**src/rtl/spi_arbiter_pkg.sv**
```systemverilog
// Shared types and constants for the SPI requester arbiter: FSM states,
// engine status bit positions and command-word field positions.
package spi_arbiter_pkg;

  typedef enum logic [2:0] {
    IDLE       = 3'd0,
    ISSUE      = 3'd1,
    WAIT_START = 3'd2,
    WAIT_DONE  = 3'd3,
    RESPOND    = 3'd4
  } state_e;

  localparam int BUSY_BIT          = 31;
  localparam int RB_W              = 24;
  localparam int CMD_LARGE_BIT     = 31;
  localparam int CMD_LSB_FIRST_BIT = 30;
  localparam int CMD_DEV_SEL_BASE  = 24;

  function automatic logic [5:0] cmd_dev_sel(input logic [31:0] word);
    return word[CMD_DEV_SEL_BASE +: 6];
  endfunction

  function automatic logic [1:0] cmd_mode(input logic [31:0] word);
    return {word[CMD_LARGE_BIT], word[CMD_LSB_FIRST_BIT]};
  endfunction

endpackage

```
**src/rtl/spi_arbiter_rr.sv**
```systemverilog
// rr_arbiter: purely combinational round-robin pick, searching upward from
// the index after last_i and wrapping at NREQ.
module rr_arbiter
  import spi_arbiter_pkg::*;
#(
  parameter int NREQ  = 4,
  parameter int IDX_W = 2
) (
  input  logic [NREQ-1:0]  req_i,
  input  logic [IDX_W-1:0] last_i,
  output logic [NREQ-1:0]  gnt_o,
  output logic [IDX_W-1:0] gnt_idx_o
);

  logic             found_s;
  logic [IDX_W:0]   sum_s;
  logic [IDX_W-1:0] cand_s;

  // Scan candidates last+1 .. last+NREQ (mod NREQ), take the first requester.
  always_comb begin
    gnt_o     = '0;
    gnt_idx_o = '0;
    found_s   = 1'b0;
    sum_s     = '0;
    cand_s    = '0;
    for (int k = 1; k <= NREQ; k++) begin
      sum_s  = {1'b0, last_i} + (IDX_W+1)'(k);
      sum_s  = (sum_s >= (IDX_W+1)'(NREQ)) ? (sum_s - (IDX_W+1)'(NREQ)) : sum_s;
      cand_s = sum_s[IDX_W-1:0];
      if (!found_s && req_i[cand_s]) begin
        found_s       = 1'b1;
        gnt_o[cand_s] = 1'b1;
        gnt_idx_o     = cand_s;
      end else begin
        found_s = found_s;
      end
    end
  end

endmodule

```
**src/rtl/spi_arbiter.sv**
```systemverilog
// Arbitrates NREQ requesters onto one SPI engine, one transfer at a time.
// Optional engine-busy timeout: define SPI_ARBITER_TIMEOUT_EN.
module spi_arbiter
  import spi_arbiter_pkg::*;
#(
  parameter int NREQ           = 4,
  parameter int TIMEOUT_CYCLES = 4096
) (
  input  logic                 clk,
  input  logic                 rst_n,
  input  logic [NREQ-1:0]      req_valid,
  input  logic [32*NREQ-1:0]   req_word,
  output logic [NREQ-1:0]      req_ready,
  output logic [NREQ-1:0]      rsp_valid,
  output logic [RB_W-1:0]      rsp_data,
  output logic                 rsp_err,
  output logic                 spi_strobe,
  output logic [31:0]          spi_word,
  input  logic [31:0]          spi_status
);

  localparam int IDX_W = (NREQ > 1) ? $clog2(NREQ) : 1;

  state_e            state_q, state_d;
  logic [IDX_W-1:0]  last_q, last_d, gnt_idx_q, gnt_idx_d;
  logic [NREQ-1:0]   req_ready_q, req_ready_d, rsp_valid_q, rsp_valid_d;
  logic [RB_W-1:0]   rsp_data_q, rsp_data_d;
  logic              rsp_err_q, rsp_err_d, strobe_q, strobe_d, ws_cnt_q, ws_cnt_d;
  logic [31:0]       word_q, word_d, word_sel_s;
  logic [NREQ-1:0]   rr_gnt_s, gnt_oh_s;
  logic [IDX_W-1:0]  rr_idx_s;
  logic              busy_s;
  logic [6:0]        status_unused_s;

`ifdef SPI_ARBITER_TIMEOUT_EN
  localparam int TMO_W = $clog2(TIMEOUT_CYCLES + 1);
  logic [TMO_W-1:0] tmo_q, tmo_d;
`else
  localparam int timeout_unused = TIMEOUT_CYCLES;
`endif

  assign busy_s          = spi_status[BUSY_BIT];
  assign status_unused_s = spi_status[30:24];
  assign gnt_oh_s        = {{(NREQ-1){1'b0}}, 1'b1} << gnt_idx_q;

  rr_arbiter #(.NREQ(NREQ), .IDX_W(IDX_W)) u_rr (
    .req_i     (req_valid),
    .last_i    (last_q),
    .gnt_o     (rr_gnt_s),
    .gnt_idx_o (rr_idx_s)
  );

  // Command word of the requester the round-robin picked.
  always_comb begin
    word_sel_s = '0;
    for (int i = 0; i < NREQ; i++) begin
      if (rr_gnt_s[i]) begin
        word_sel_s = req_word[32*i +: 32];
      end else begin
        word_sel_s = word_sel_s;
      end
    end
  end

  // Next-state and registered-output decode; outputs are set on entry to a state.
  always_comb begin
    state_d     = state_q;
    last_d      = last_q;
    gnt_idx_d   = gnt_idx_q;
    word_d      = word_q;
    rsp_data_d  = rsp_data_q;
    rsp_err_d   = rsp_err_q;
    ws_cnt_d    = ws_cnt_q;
    req_ready_d = '0;
    rsp_valid_d = '0;
    strobe_d    = 1'b0;
`ifdef SPI_ARBITER_TIMEOUT_EN
    tmo_d       = tmo_q;
`endif
    case (state_q)
      IDLE: begin
        if ((|req_valid) && !busy_s) begin
          state_d     = ISSUE;
          req_ready_d = rr_gnt_s;
          word_d      = word_sel_s;
          gnt_idx_d   = rr_idx_s;
          last_d      = rr_idx_s;
          strobe_d    = 1'b1;
        end else begin
          state_d = IDLE;
        end
      end
      ISSUE: begin
        state_d  = WAIT_START;
        ws_cnt_d = 1'b0;
      end
      WAIT_START: begin
        if (busy_s) begin
          state_d = WAIT_DONE;
`ifdef SPI_ARBITER_TIMEOUT_EN
          tmo_d   = '0;
`endif
        end else if (ws_cnt_q) begin
          // Engine never went busy: report the missed strobe as an error.
          state_d     = RESPOND;
          rsp_err_d   = 1'b1;
          rsp_valid_d = gnt_oh_s;
        end else begin
          ws_cnt_d = 1'b1;
        end
      end
      WAIT_DONE: begin
        if (!busy_s) begin
          state_d     = RESPOND;
          rsp_data_d  = spi_status[RB_W-1:0];
          rsp_err_d   = 1'b0;
          rsp_valid_d = gnt_oh_s;
        end else begin
`ifdef SPI_ARBITER_TIMEOUT_EN
          if (tmo_q == TMO_W'(TIMEOUT_CYCLES - 1)) begin
            state_d     = RESPOND;
            rsp_err_d   = 1'b1;
            rsp_valid_d = gnt_oh_s;
          end else begin
            tmo_d = tmo_q + TMO_W'(1);
          end
`else
          state_d = WAIT_DONE;
`endif
        end
      end
      RESPOND: state_d = IDLE;
      default: state_d = IDLE;
    endcase
  end

  // State and output registers; pointer resets to NREQ-1 so the first grant scans from 0.
  always_ff @(posedge clk or negedge rst_n) begin
    if (!rst_n) begin
      state_q     <= IDLE;
      last_q      <= IDX_W'(NREQ - 1);
      gnt_idx_q   <= '0;
      word_q      <= 32'h0;
      rsp_data_q  <= '0;
      rsp_err_q   <= 1'b0;
      ws_cnt_q    <= 1'b0;
      req_ready_q <= '0;
      rsp_valid_q <= '0;
      strobe_q    <= 1'b0;
`ifdef SPI_ARBITER_TIMEOUT_EN
      tmo_q       <= '0;
`endif
    end else begin
      state_q     <= state_d;
      last_q      <= last_d;
      gnt_idx_q   <= gnt_idx_d;
      word_q      <= word_d;
      rsp_data_q  <= rsp_data_d;
      rsp_err_q   <= rsp_err_d;
      ws_cnt_q    <= ws_cnt_d;
      req_ready_q <= req_ready_d;
      rsp_valid_q <= rsp_valid_d;
      strobe_q    <= strobe_d;
`ifdef SPI_ARBITER_TIMEOUT_EN
      tmo_q       <= tmo_d;
`endif
    end
  end

  assign req_ready  = req_ready_q;
  assign rsp_valid  = rsp_valid_q;
  assign rsp_data   = rsp_data_q;
  assign rsp_err    = rsp_err_q;
  assign spi_strobe = strobe_q;
  assign spi_word   = word_q;

endmodule

```
**config.mk**
```make
export PLATFORM = sky130hd
export DESIGN_NAME = spi_arbiter
export DESIGN_NICKNAME = d
export VERILOG_FILES = /design/src/rtl/spi_arbiter_pkg.sv /design/src/rtl/spi_arbiter_rr.sv /design/src/rtl/spi_arbiter.sv
export SDC_FILE = /design/constraint.sdc
export NUM_CORES = 1
export LEC_CHECK = 0
export ABC_AREA = 1
export CAP_MARGIN = 20
export CELL_PAD_IN_SITES_DETAIL_PLACEMENT = 0
export CELL_PAD_IN_SITES_GLOBAL_PLACEMENT = 2
export CORE_MARGIN = 8
export CORE_UTILIZATION = 21
export CTS_BUF_LIST = sky130_fd_sc_hd__clkbuf_2
export CTS_CLUSTER_SIZE = 20
export DETAILED_ROUTE_END_ITERATION = 10
export PLACE_DENSITY_LB_ADDON = 0.1
export SLEW_MARGIN = 20
export SYNTH_ARGS = -nofsm -noshare
export SYNTH_HDL_FRONTEND = slang
export SYNTH_SLANG_ARGS = --single-unit
```
**constraint.sdc**
```tcl
create_clock -name clk -period 2.1 [get_ports clk]
set_input_delay 0.42 -clock clk [delete_from_list [all_inputs] [get_ports clk]]
set_output_delay 0.42 -clock clk [all_outputs]
set_load 0.03 [all_outputs]
```
==> impl_results.html, run 1 <==
<table>
<tr><th>Metric</th><th>Value</th></tr>
<tr><th colspan="2">Yosys</th></tr>
<tr><td>Count of flip-flops with a built-in enable after synthesis</td><td>0</td></tr>
<tr><td>Share of synthesized cell area in full adder, half adder and majority cells</td><td>0.02052</td></tr>
<tr><td>Fraction of the mapped netlist area in simple logic gates</td><td>0.3712</td></tr>
<tr><td>Top flip-flop cell by instance count after synthesis</td><td>sky130_fd_sc_hd__dfrtp_1</td></tr>
<tr><td>Count of mapped cells out of synthesis</td><td>606</td></tr>
<tr><td>Post-synth net total</td><td>780</td></tr>
<tr><td>Post-synthesis share of cell area spent on xor and xnor gates</td><td>0</td></tr>
<tr><td>Async set-or-reset flop fraction in the synthesized netlist</td><td>1.000</td></tr>
<tr><td>Syn. warnings</td><td>0</td></tr>
<tr><td>Post-synthesis sequential element count</td><td>74</td></tr>
<tr><td>Synthesized-area fraction occupied by ao, oa, aoi and oai cells</td><td>0.07517</td></tr>
<tr><td>Cell area after synthesis</td><td>4877 um^2</td></tr>
<tr><td>Proportion of synthesized area in mux cells</td><td>0.05541</td></tr>
<tr><td>Count of different cell masters after synthesis</td><td>38</td></tr>
<tr><td>Main combinational cell family by area after synthesis</td><td>simple AND/OR/NAND/NOR gates</td></tr>
<tr><td>Mean area per synthesized cell</td><td>8.048 um^2</td></tr>
<tr><td>Sequential cell area fraction in the yosys report</td><td>0.3802</td></tr>
<tr><th colspan="2">Job</th></tr>
<tr><td>Max cap viols</td><td>0</td></tr>
<tr><th colspan="2">Floorplanning</th></tr>
<tr><td>Starting density of the core</td><td>0.2148</td></tr>
<tr><td>Placeable core region</td><td>22710 um^2</td></tr>
<tr><td>Horizontal die dimension</td><td>168.4 um</td></tr>
<tr><td>Cell row count</td><td>55</td></tr>
<tr><td>Number of top-level pins</td><td>232</td></tr>
<tr><td>Floorplan die area</td><td>28360 um^2</td></tr>
<tr><td>Die height</td><td>168.4 um</td></tr>
<tr><th colspan="2">CTS</th></tr>
<tr><td>CTS clock-pin slew for the worst setup and hold paths</td><td>250 ps</td></tr>
<tr><td>Clock tree from TritonCTS</td><td>built</td></tr>
<tr><td>Inserted Clock Buffers</td><td>9</td></tr>
<tr><td>CTS Buffer Depth</td><td>2</td></tr>
<tr><td>Insertion delay of the later-clocked pin in the worst-skew pair</td><td>580 ps</td></tr>
<tr><td># clock sinks</td><td>74</td></tr>
<tr><td>Clock root buffer</td><td>sky130_fd_sc_hd__clkbuf_2</td></tr>
<tr><td>H-tree levels</td><td>3</td></tr>
<tr><th colspan="2">Detailed routing</th></tr>
<tr><td>DRC violation count after routing</td><td>0</td></tr>
<tr><td>Initial DRC count</td><td>258</td></tr>
<tr><td>Antenna-violating nets left</td><td>0</td></tr>
<tr><td>Ratio of routed vias to standard cells</td><td>4.263</td></tr>
<tr><td>Number of detailed-routing iterations run before antenna repair</td><td>4</td></tr>
<tr><td>Mean routed wirelength per cell</td><td>18.13 um</td></tr>
<tr><td>Detailed-route wire length</td><td>20760 um</td></tr>
<tr><td>Number of vias after detailed routing</td><td>4881</td></tr>
<tr><th colspan="2">Min path</th></tr>
<tr><td>Min-Delay Path Class</td><td>input pin to async pin</td></tr>
<tr><th colspan="2">Timing</th></tr>
<tr><td>Final period demand of the worst path</td><td>2223 ps</td></tr>
<tr><td>Measured slew at the worst slew-check pin</td><td>451.6 ps</td></tr>
<tr><td>Count of final setup violators</td><td>32</td></tr>
<tr><td>Final Max Tran Viols</td><td>0</td></tr>
<tr><td>Count of endpoints failing hold in the final timing report</td><td>0</td></tr>
<tr><td>Crit path setup slack, layout</td><td>-123.3 ps</td></tr>
<tr><td>Final period util</td><td>1.059</td></tr>
<tr><td>Worst max-slew margin expressed relative to the limit</td><td>0.6989</td></tr>
<tr><td>Maximum clock skew at final layout</td><td>30.63 ps</td></tr>
<tr><td>Timing-limited maximum frequency</td><td>0.4498 GHz</td></tr>
<tr><td>Post-Route Setup TNS</td><td>-2706 ps</td></tr>
<tr><td>Setup repair after global routing missed its margin</td><td>yes</td></tr>
<tr><th colspan="2">Critical path</th></tr>
<tr><td>Critical path data arrival time</td><td>2730 ps</td></tr>
<tr><td>Critical Path Most Common Cell</td><td>sky130_fd_sc_hd__nand2_1</td></tr>
<tr><td>Origin of the critical flop-to-flop path</td><td>last_q[0]$_DFFE_PN1P_</td></tr>
<tr><td>Critical Path Slowest Stage Cell</td><td>sky130_fd_sc_hd__dfstp_2</td></tr>
<tr><td>Crit Path Max Fanout</td><td>17</td></tr>
<tr><td>Internal reg-to-reg setup slack</td><td>-120 ps</td></tr>
<tr><td>CP Cell Sequence</td><td>inv_6 -&gt; ha_4 -&gt; inv_4 -&gt; nand2_4 -&gt; nand2_8 -&gt; buf_4 -&gt; a22oi_4 -&gt; nand4_2 -&gt; buf_8 -&gt; nor2_1 -&gt; nand2_1 -&gt; nand2_1</td></tr>
<tr><td>Critical path data required time</td><td>2610 ps</td></tr>
<tr><td>Crit Path Class</td><td>flip-flop to flip-flop</td></tr>
<tr><td>Longest individual stage delay on the worst path</td><td>640 ps</td></tr>
<tr><td>R2R Path End</td><td>spi_word[24]$_DFFE_PN0P_</td></tr>
<tr><td>Kind of end point of the critical path</td><td>flip-flop</td></tr>
<tr><td>Cells on worst reg2reg path</td><td>12</td></tr>
<tr><td>Startpoint Class</td><td>flip-flop</td></tr>
<tr><th colspan="2">Place</th></tr>
<tr><td>Cells after DPL</td><td>1115</td></tr>
<tr><td>Gp weighted congestion</td><td>0.7827</td></tr>
<tr><td>DPL Wire Length</td><td>14820 um</td></tr>
<tr><td>Count of buffers from port buffering</td><td>224</td></tr>
<tr><th colspan="2">Finish</th></tr>
<tr><td>Filler cell count</td><td>2429</td></tr>
<tr><td>Share of cells above drive strength 1</td><td>0.2179</td></tr>
<tr><td>Post-Route Utilization</td><td>0.3495</td></tr>
<tr><td>Final-stage net count</td><td>1027</td></tr>
<tr><td>Area grow syn2layout</td><td>62.75%</td></tr>
<tr><td>Number of standard cells in the final layout excluding fillers</td><td>1145</td></tr>
<tr><th colspan="2">Global route</th></tr>
<tr><td>Combined global-route utilization of all metal layers</td><td>0.1457</td></tr>
<tr><td>Number of antenna violations at the first check in global routing</td><td>2</td></tr>
<tr><td>Wire length of the first global-routing pass</td><td>31630 um</td></tr>
<tr><td>Via count of the first global-routing pass</td><td>5243</td></tr>
<tr><td>Global-route congestion overflow total</td><td>0</td></tr>
<tr><td>Pin count of the biggest net entering global routing</td><td>75</td></tr>
<tr><th colspan="2">Power</th></tr>
<tr><td>Max VDD drop</td><td>1037 uV</td></tr>
<tr><td>Pwr per Cell Area</td><td>1820 nW/um^2</td></tr>
<tr><td>Leakage power summed over all cells</td><td>3.850 nW</td></tr>
<tr><th colspan="2">Run status</th></tr>
<tr><td>Run status</td><td>complete, but fails checks</td></tr>
<tr><td>Violations in the final reports</td><td>setup timing</td></tr>
</table>
## critical path: cells and delay by family, from the launching register on
kind | cells | cell delay [ps]
fa+ha+maj | 1 | 290
flops | 1 | 640
buf+inv | 4 | 460
compound gates | 1 | 210
simple gates | 6 | 540
## cells in the mapped netlist, drive strengths merged (5+ instances only)
library cell,count,area share
buf,25,0.047
nand3,79,0.12
ha,8,0.021
inv,53,0.043
mux2,24,0.055
o21ai,5,0.0051
a21oi,34,0.060
nor3,5,0.0051
nor2,76,0.066
nand2,207,0.17
clkbuf,6,0.0067
dfrtp,72,0.37
## through the flow
| step | setup WS, ps | total power [mW] | hold WS [ps] | instance area [um^2] |
|---|---|---|---|---|
| detailed placement | -351.5 | 12.98 | 454.9 | 7630 |
| floorplan | -31.19 | 9.394 | 124.4 | 4903 |
| CTS | -141.2 | 14.23 | 311.3 | 7801 |
| finish | -123.3 | 14.44 | 346.7 | 7938 |
| global route | -271.0 | 15.66 | 311.8 | 7938 |
| global placement | -329.6 | 12.98 | 459.8 | 7630 |
## area by class of cell
class / count / area (um^2) / share of cell area
Timing Repair Buffer: 266 / 2734 / 0.3444
Multi-Input combinational cell: 447 / 2648 / 0.3335
Sequential cell: 74 / 1854 / 0.2336
Tap cell: 285 / 356.6 / 0.04492
Inverter: 54 / 226.5 / 0.02853
Clock inverter: 7 / 52.55 / 0.006620
Clock buffer: 9 / 45.04 / 0.005675
Timing Repair inverter: 1 / 16.27 / 0.002049
Antenna cell: 2 / 5.005 / 0.0006305
## registers in the layout, indices dropped and copies added (netlist names)
name,flops
gnt_idx_q,2
last_q,2
req_ready,4
rsp_data,24
rsp_err,1
rsp_valid,4
spi_strobe,1
spi_word,32
state_q,3
ws_cnt_q,1
## power breakdown
group / total, mW / switching [mW] / internal, mW
sequential: 2.37 / 0.308 / 2.06
combinational: 11.3 / 6.76 / 4.54
clock: 0.777 / 0.616 / 0.161
total: 14.4 / 7.68 / 6.76
## placed cells by master, fill, tap and decap left out, drive strengths merged
| cell type | instances |
|---|---|
| nand2 | 207 |
| clkdlybuf4s50 | 157 |
| nand3 | 79 |
| nor2 | 76 |
| dfrtp | 72 |
| dlygate4sd2 | 66 |
| inv | 55 |
| buf | 40 |
| a21oi | 34 |
| mux2 | 24 |
| clkbuf | 11 |
| ha | 8 |
| nor3 | 5 |
| o21ai | 5 |
| clkinv | 4 |
| nand4 | 4 |
| clkinvlp | 3 |
| diode | 2 |
| dfstp | 2 |
| a22oi | 1 |
| a31oi | 1 |
| nand3b | 1 |
| a21boi | 1 |
| o311ai | 1 |
| dlygate4sd3 | 1 |
## per-layer routing
| metal | GRT usage | up-vias | wire [um] |
|---|---|---|---|
| li1 | - | 2418 | - |
| met1 | 0.1755 | 2299 | 9025 |
| met2 | 0.2548 | 146 | 10210 |
| met3 | 0.03695 | 18 | 1293 |
| met4 | 0.03610 | 0 | 226 |
| met5 | 0 | - | 0 |
## how the worst max path moves through the flow
stage	start	end	cells after the start
6_report	last_q[0]$_DFFE_PN1P_	spi_word[24]$_DFFE_PN0P_	12
5_1_grt	last_q[0]$_DFFE_PN1P_	spi_word[22]$_DFFE_PN0P_	13
4_1_cts	last_q[0]$_DFFE_PN1P_	spi_word[16]$_DFFE_PN0P_	15
3_5_place_dp	req_valid[2]	spi_word[31]$_DFFE_PN0P_	13
3_3_place_gp	req_valid[2]	spi_word[31]$_DFFE_PN0P_	13
2_1_floorplan	last_q[0]$_DFFE_PN1P_	spi_word[10]$_DFFE_PN0P_	12
## timing repair
item | CTS | global route
pin swaps | 9 | 5
cloned | 3 | 2
hold buffers | 1 | 0
hold endpoints to repair | 72 | 0
resized for setup | 81 | 15
setup buffers | 6 | 1
endpoints found under the setup margin | 99 | 36
## kinds of logic (layout without fill, tap and decap cells)
group	after synthesis	in the layout
AND/OR/NAND/NOR	372	372
other	0	2
flip-flops	74	74
buffers and inverters	85	337
multiplexers	24	24
adder cells (fa/ha/maj)	8	8
AO/OA/AOI/OAI	43	43
No activity file was read; power rests on OpenSTA's default activity.
==> run 2, diff against run 1 <==
--- a/constraint.sdc
+++ b/constraint.sdc
@@ -3,2 +3,2 @@
 set_output_delay 0.42 -clock clk [all_outputs]
-set_load 0.03 [all_outputs]
+set_load 0.05 [all_outputs]
==> impl_results.html, run 2 (same netlist as run 1, synthesis figures left out) <==
<table>
<tr><th>Metric</th><th>Value</th></tr>
<tr><th colspan="2">Run status</th></tr>
<tr><td>Run status</td><td>complete, but fails checks</td></tr>
<tr><td>Violations in the final reports</td><td>setup timing</td></tr>
<tr><th colspan="2">Power</th></tr>
<tr><td>Max VDD drop</td><td>748.9 uV</td></tr>
<tr><td>Final Total Pwr</td><td>15.84 mW</td></tr>
<tr><td>Sequential power share</td><td>0.149</td></tr>
<tr><td>Switching share of power</td><td>0.5436</td></tr>
<tr><td>Pwr per Cell Area</td><td>1946 nW/um^2</td></tr>
<tr><td>Leakage power summed over all cells</td><td>3.898 nW</td></tr>
<tr><td>Share of total power in the clock network</td><td>0.049</td></tr>
<tr><td>Logic pwr share</td><td>0.802</td></tr>
<tr><td>Cell internal pwr</td><td>7.231 mW</td></tr>
<tr><td>Net load switching power</td><td>8.612 mW</td></tr>
<tr><th colspan="2">Critical path</th></tr>
<tr><td>Startpoint Class</td><td>flip-flop</td></tr>
<tr><td>Critical path data required time</td><td>2580 ps</td></tr>
<tr><td>R2R Path End</td><td>spi_word[30]$_DFFE_PN0P_</td></tr>
<tr><td>CP Cell Sequence</td><td>inv_6 -&gt; ha_4 -&gt; nand3_4 -&gt; nand2_8 -&gt; nor2_8 -&gt; buf_12 -&gt; a22oi_4 -&gt; nand3_4 -&gt; clkbuf_16 -&gt; nand3_2 -&gt; nand2_1 -&gt; inv_1 -&gt; nand2_1</td></tr>
<tr><td>Crit Path Class</td><td>flip-flop to flip-flop</td></tr>
<tr><td>Crit Path Max Fanout</td><td>8</td></tr>
<tr><td>Internal reg-to-reg setup slack</td><td>-150 ps</td></tr>
<tr><td>Origin of the critical flop-to-flop path</td><td>last_q[0]$_DFFE_PN1P_</td></tr>
<tr><td>Critical path data arrival time</td><td>2740 ps</td></tr>
<tr><td>Cell type group with the largest total delay on the critical path</td><td>simple AND/OR/NAND/NOR gates</td></tr>
<tr><td>Cells on worst reg2reg path</td><td>13</td></tr>
<tr><td>Kind of end point of the critical path</td><td>flip-flop</td></tr>
<tr><td>Bufs and invs on worst path</td><td>4</td></tr>
<tr><td>Critical Path Slowest Stage Cell</td><td>sky130_fd_sc_hd__dfstp_2</td></tr>
<tr><td>Longest individual stage delay on the worst path</td><td>630 ps</td></tr>
<tr><th colspan="2">Timing</th></tr>
<tr><td>Final period util</td><td>1.072</td></tr>
<tr><td>Count of endpoints failing hold in the final timing report</td><td>0</td></tr>
<tr><td>Timing-limited maximum frequency</td><td>0.4443 GHz</td></tr>
<tr><td>Measured slew at the worst slew-check pin</td><td>557.5 ps</td></tr>
<tr><td>Setup repair after global routing missed its margin</td><td>yes</td></tr>
<tr><td>Crit path setup slack, layout</td><td>-151.0 ps</td></tr>
<tr><td>Maximum clock skew at final layout</td><td>25.93 ps</td></tr>
<tr><td>Post-Route Setup TNS</td><td>-3813 ps</td></tr>
<tr><td>Count of final setup violators</td><td>32</td></tr>
<tr><td>Worst max-slew margin expressed relative to the limit</td><td>0.6298</td></tr>
<tr><td>Final Max Tran Viols</td><td>0</td></tr>
<tr><td>Final period demand of the worst path</td><td>2251 ps</td></tr>
<tr><td>Post-Route Hold Slack</td><td>374.1 ps</td></tr>
<tr><th colspan="2">Global route</th></tr>
<tr><td>Via count of the first global-routing pass</td><td>5314</td></tr>
<tr><td>Combined global-route utilization of all metal layers</td><td>0.1472</td></tr>
<tr><td>Number of antenna violations at the first check in global routing</td><td>1</td></tr>
<tr><td>Wire length of the first global-routing pass</td><td>32000 um</td></tr>
<tr><td>Global-route congestion overflow total</td><td>0</td></tr>
<tr><td>Pin count of the biggest net entering global routing</td><td>75</td></tr>
<tr><th colspan="2">Finish</th></tr>
<tr><td>Area grow syn2layout</td><td>66.96%</td></tr>
<tr><td>Most common cell after layout, fill and taps aside</td><td>sky130_fd_sc_hd__nand2_1</td></tr>
<tr><td>Final-stage net count</td><td>1036</td></tr>
<tr><td>Share of cells above drive strength 1</td><td>0.2503</td></tr>
<tr><td>Flip-flop count of the largest register, all copies and words added</td><td>32</td></tr>
<tr><td>Highest-count cells in the layout ignoring fill and taps</td><td>191 x sky130_fd_sc_hd__nand2_1, 157 x sky130_fd_sc_hd__clkdlybuf4s50_1, 72 x sky130_fd_sc_hd__dfrtp_1, 66 x sky130_fd_sc_hd__nor2_1, 58 x sky130_fd_sc_hd__dlygate4sd2_1</td></tr>
<tr><td>Filler cell count</td><td>2383</td></tr>
<tr><td>Post-Route Utilization</td><td>0.3586</td></tr>
<tr><th colspan="2">Place</th></tr>
<tr><td>Gp weighted congestion</td><td>0.7704</td></tr>
<tr><td>DPL Wire Length</td><td>14910 um</td></tr>
<tr><td>Place WS</td><td>-349.5 ps</td></tr>
<tr><td>Count of buffers from port buffering</td><td>224</td></tr>
<tr><th colspan="2">CTS</th></tr>
<tr><td>Inserted Clock Buffers</td><td>9</td></tr>
<tr><td>CTS Buffer Depth</td><td>2</td></tr>
<tr><td>H-tree levels</td><td>3</td></tr>
<tr><td>Clock tree from TritonCTS</td><td>built</td></tr>
<tr><td>Clock root buffer</td><td>sky130_fd_sc_hd__clkbuf_2</td></tr>
<tr><td># clock sinks</td><td>74</td></tr>
<tr><td>Insertion delay of the later-clocked pin in the worst-skew pair</td><td>570 ps</td></tr>
<tr><td>CTS clock-pin slew for the worst setup and hold paths</td><td>240 ps</td></tr>
<tr><th colspan="2">Floorplanning</th></tr>
<tr><td>Horizontal die dimension</td><td>168.4 um</td></tr>
<tr><td>Starting density of the core</td><td>0.2148</td></tr>
<tr><td>Floorplan die area</td><td>28360 um^2</td></tr>
<tr><td>Number of top-level pins</td><td>232</td></tr>
<tr><td>Cell row count</td><td>55</td></tr>
<tr><td>Die height</td><td>168.4 um</td></tr>
<tr><td>Placeable core region</td><td>22710 um^2</td></tr>
<tr><th colspan="2">Detailed routing</th></tr>
<tr><td>Number of detailed-routing iterations run before antenna repair</td><td>4</td></tr>
<tr><td>Ratio of routed vias to standard cells</td><td>4.277</td></tr>
<tr><td>Mean routed wirelength per cell</td><td>17.98 um</td></tr>
<tr><td>Number of vias after detailed routing</td><td>4940</td></tr>
<tr><td>Detailed-route wire length</td><td>20770 um</td></tr>
<tr><td>Antenna-violating nets left</td><td>0</td></tr>
<tr><td>DRC violation count after routing</td><td>0</td></tr>
<tr><td>Initial DRC count</td><td>175</td></tr>
<tr><th colspan="2">Min path</th></tr>
<tr><td>Min-Delay Path Class</td><td>input pin to async pin</td></tr>
<tr><th colspan="2">Job</th></tr>
<tr><td>Max cap viols</td><td>0</td></tr>
</table>
==> run 2: power groups by stage <==
stage	Clock [mW]	Combinational (mW)	Sequential, mW
global route	0.904	13.8	2.44
floorplan	0	5.90	4.30
detailed placement	0	11.4	2.42
finish	0.779	12.7	2.36
global placement	0	11.4	2.40
CTS	0.848	12.4	2.37
==> run 2: metrics by stage <==
stage | instances | instance area [um^2]
after detailed placement | 1117 | 7637
after CTS | 1145 | 7939
after global placement | 1117 | 7637
after global routing | 1155 | 8143
final | 1155 | 8143
after floorplan | 606 | 4903
==> run 2: how the worst max path moves through the flow <==
stage	from	to	slack (ps)	depth (start not counted)
after floorplan	last_q[0]$_DFFE_PN1P_	spi_word[10]$_DFFE_PN0P_	-30	12
after global placement	req_valid[2]	spi_word[31]$_DFFE_PN0P_	-320	13
after detailed placement	req_valid[1]	spi_word[30]$_DFFE_PN0P_	-350	13
after CTS	last_q[0]$_DFFE_PN1P_	spi_word[28]$_DFFE_PN0P_	-150	12
after global routing	last_q[0]$_DFFE_PN1P_	spi_word[21]$_DFFE_PN0P_	-300	13
final	last_q[0]$_DFFE_PN1P_	spi_word[30]$_DFFE_PN0P_	-150	13
==> run 2: cell type report <==
cell class,count,area (um^2),area share
Clock inverter,7,52.55,0.006454
Clock buffer,9,45.04,0.005532
Sequential cell,74,1854,0.2277
Antenna cell,3,7.507,0.0009219
Timing Repair inverter,1,11.26,0.001383
Timing Repair Buffer,275,2870,0.3525
Inverter,54,226.5,0.02781
Multi-Input combinational cell,447,2719,0.3339
Tap cell,285,356.6,0.04379
==> run 2: layer usage <==
metal,up-vias,track usage,routed length [um]
met5,-,0,0
met4,0,0.03377,235
met3,14,0.03765,1004
met2,119,0.2544,10250
met1,2361,0.1804,9279
li1,2446,-,-
==> run 2: what timing repair did <==
action	CTS	global route
hold buffers	1	0
cloned	5	2
gates resized for setup	90	30
setup endpoints to repair	98	42
buffers inserted	6	5
pin swaps	10	6
hold endpoints to repair	72	0
==> run 2: tightest hold or removal path: stages <==
cell                            delay [ps]
sky130_fd_sc_hd__dlygate4sd3_1         520
sky130_fd_sc_hd__buf_4                 110
sky130_fd_sc_hd__buf_12                340
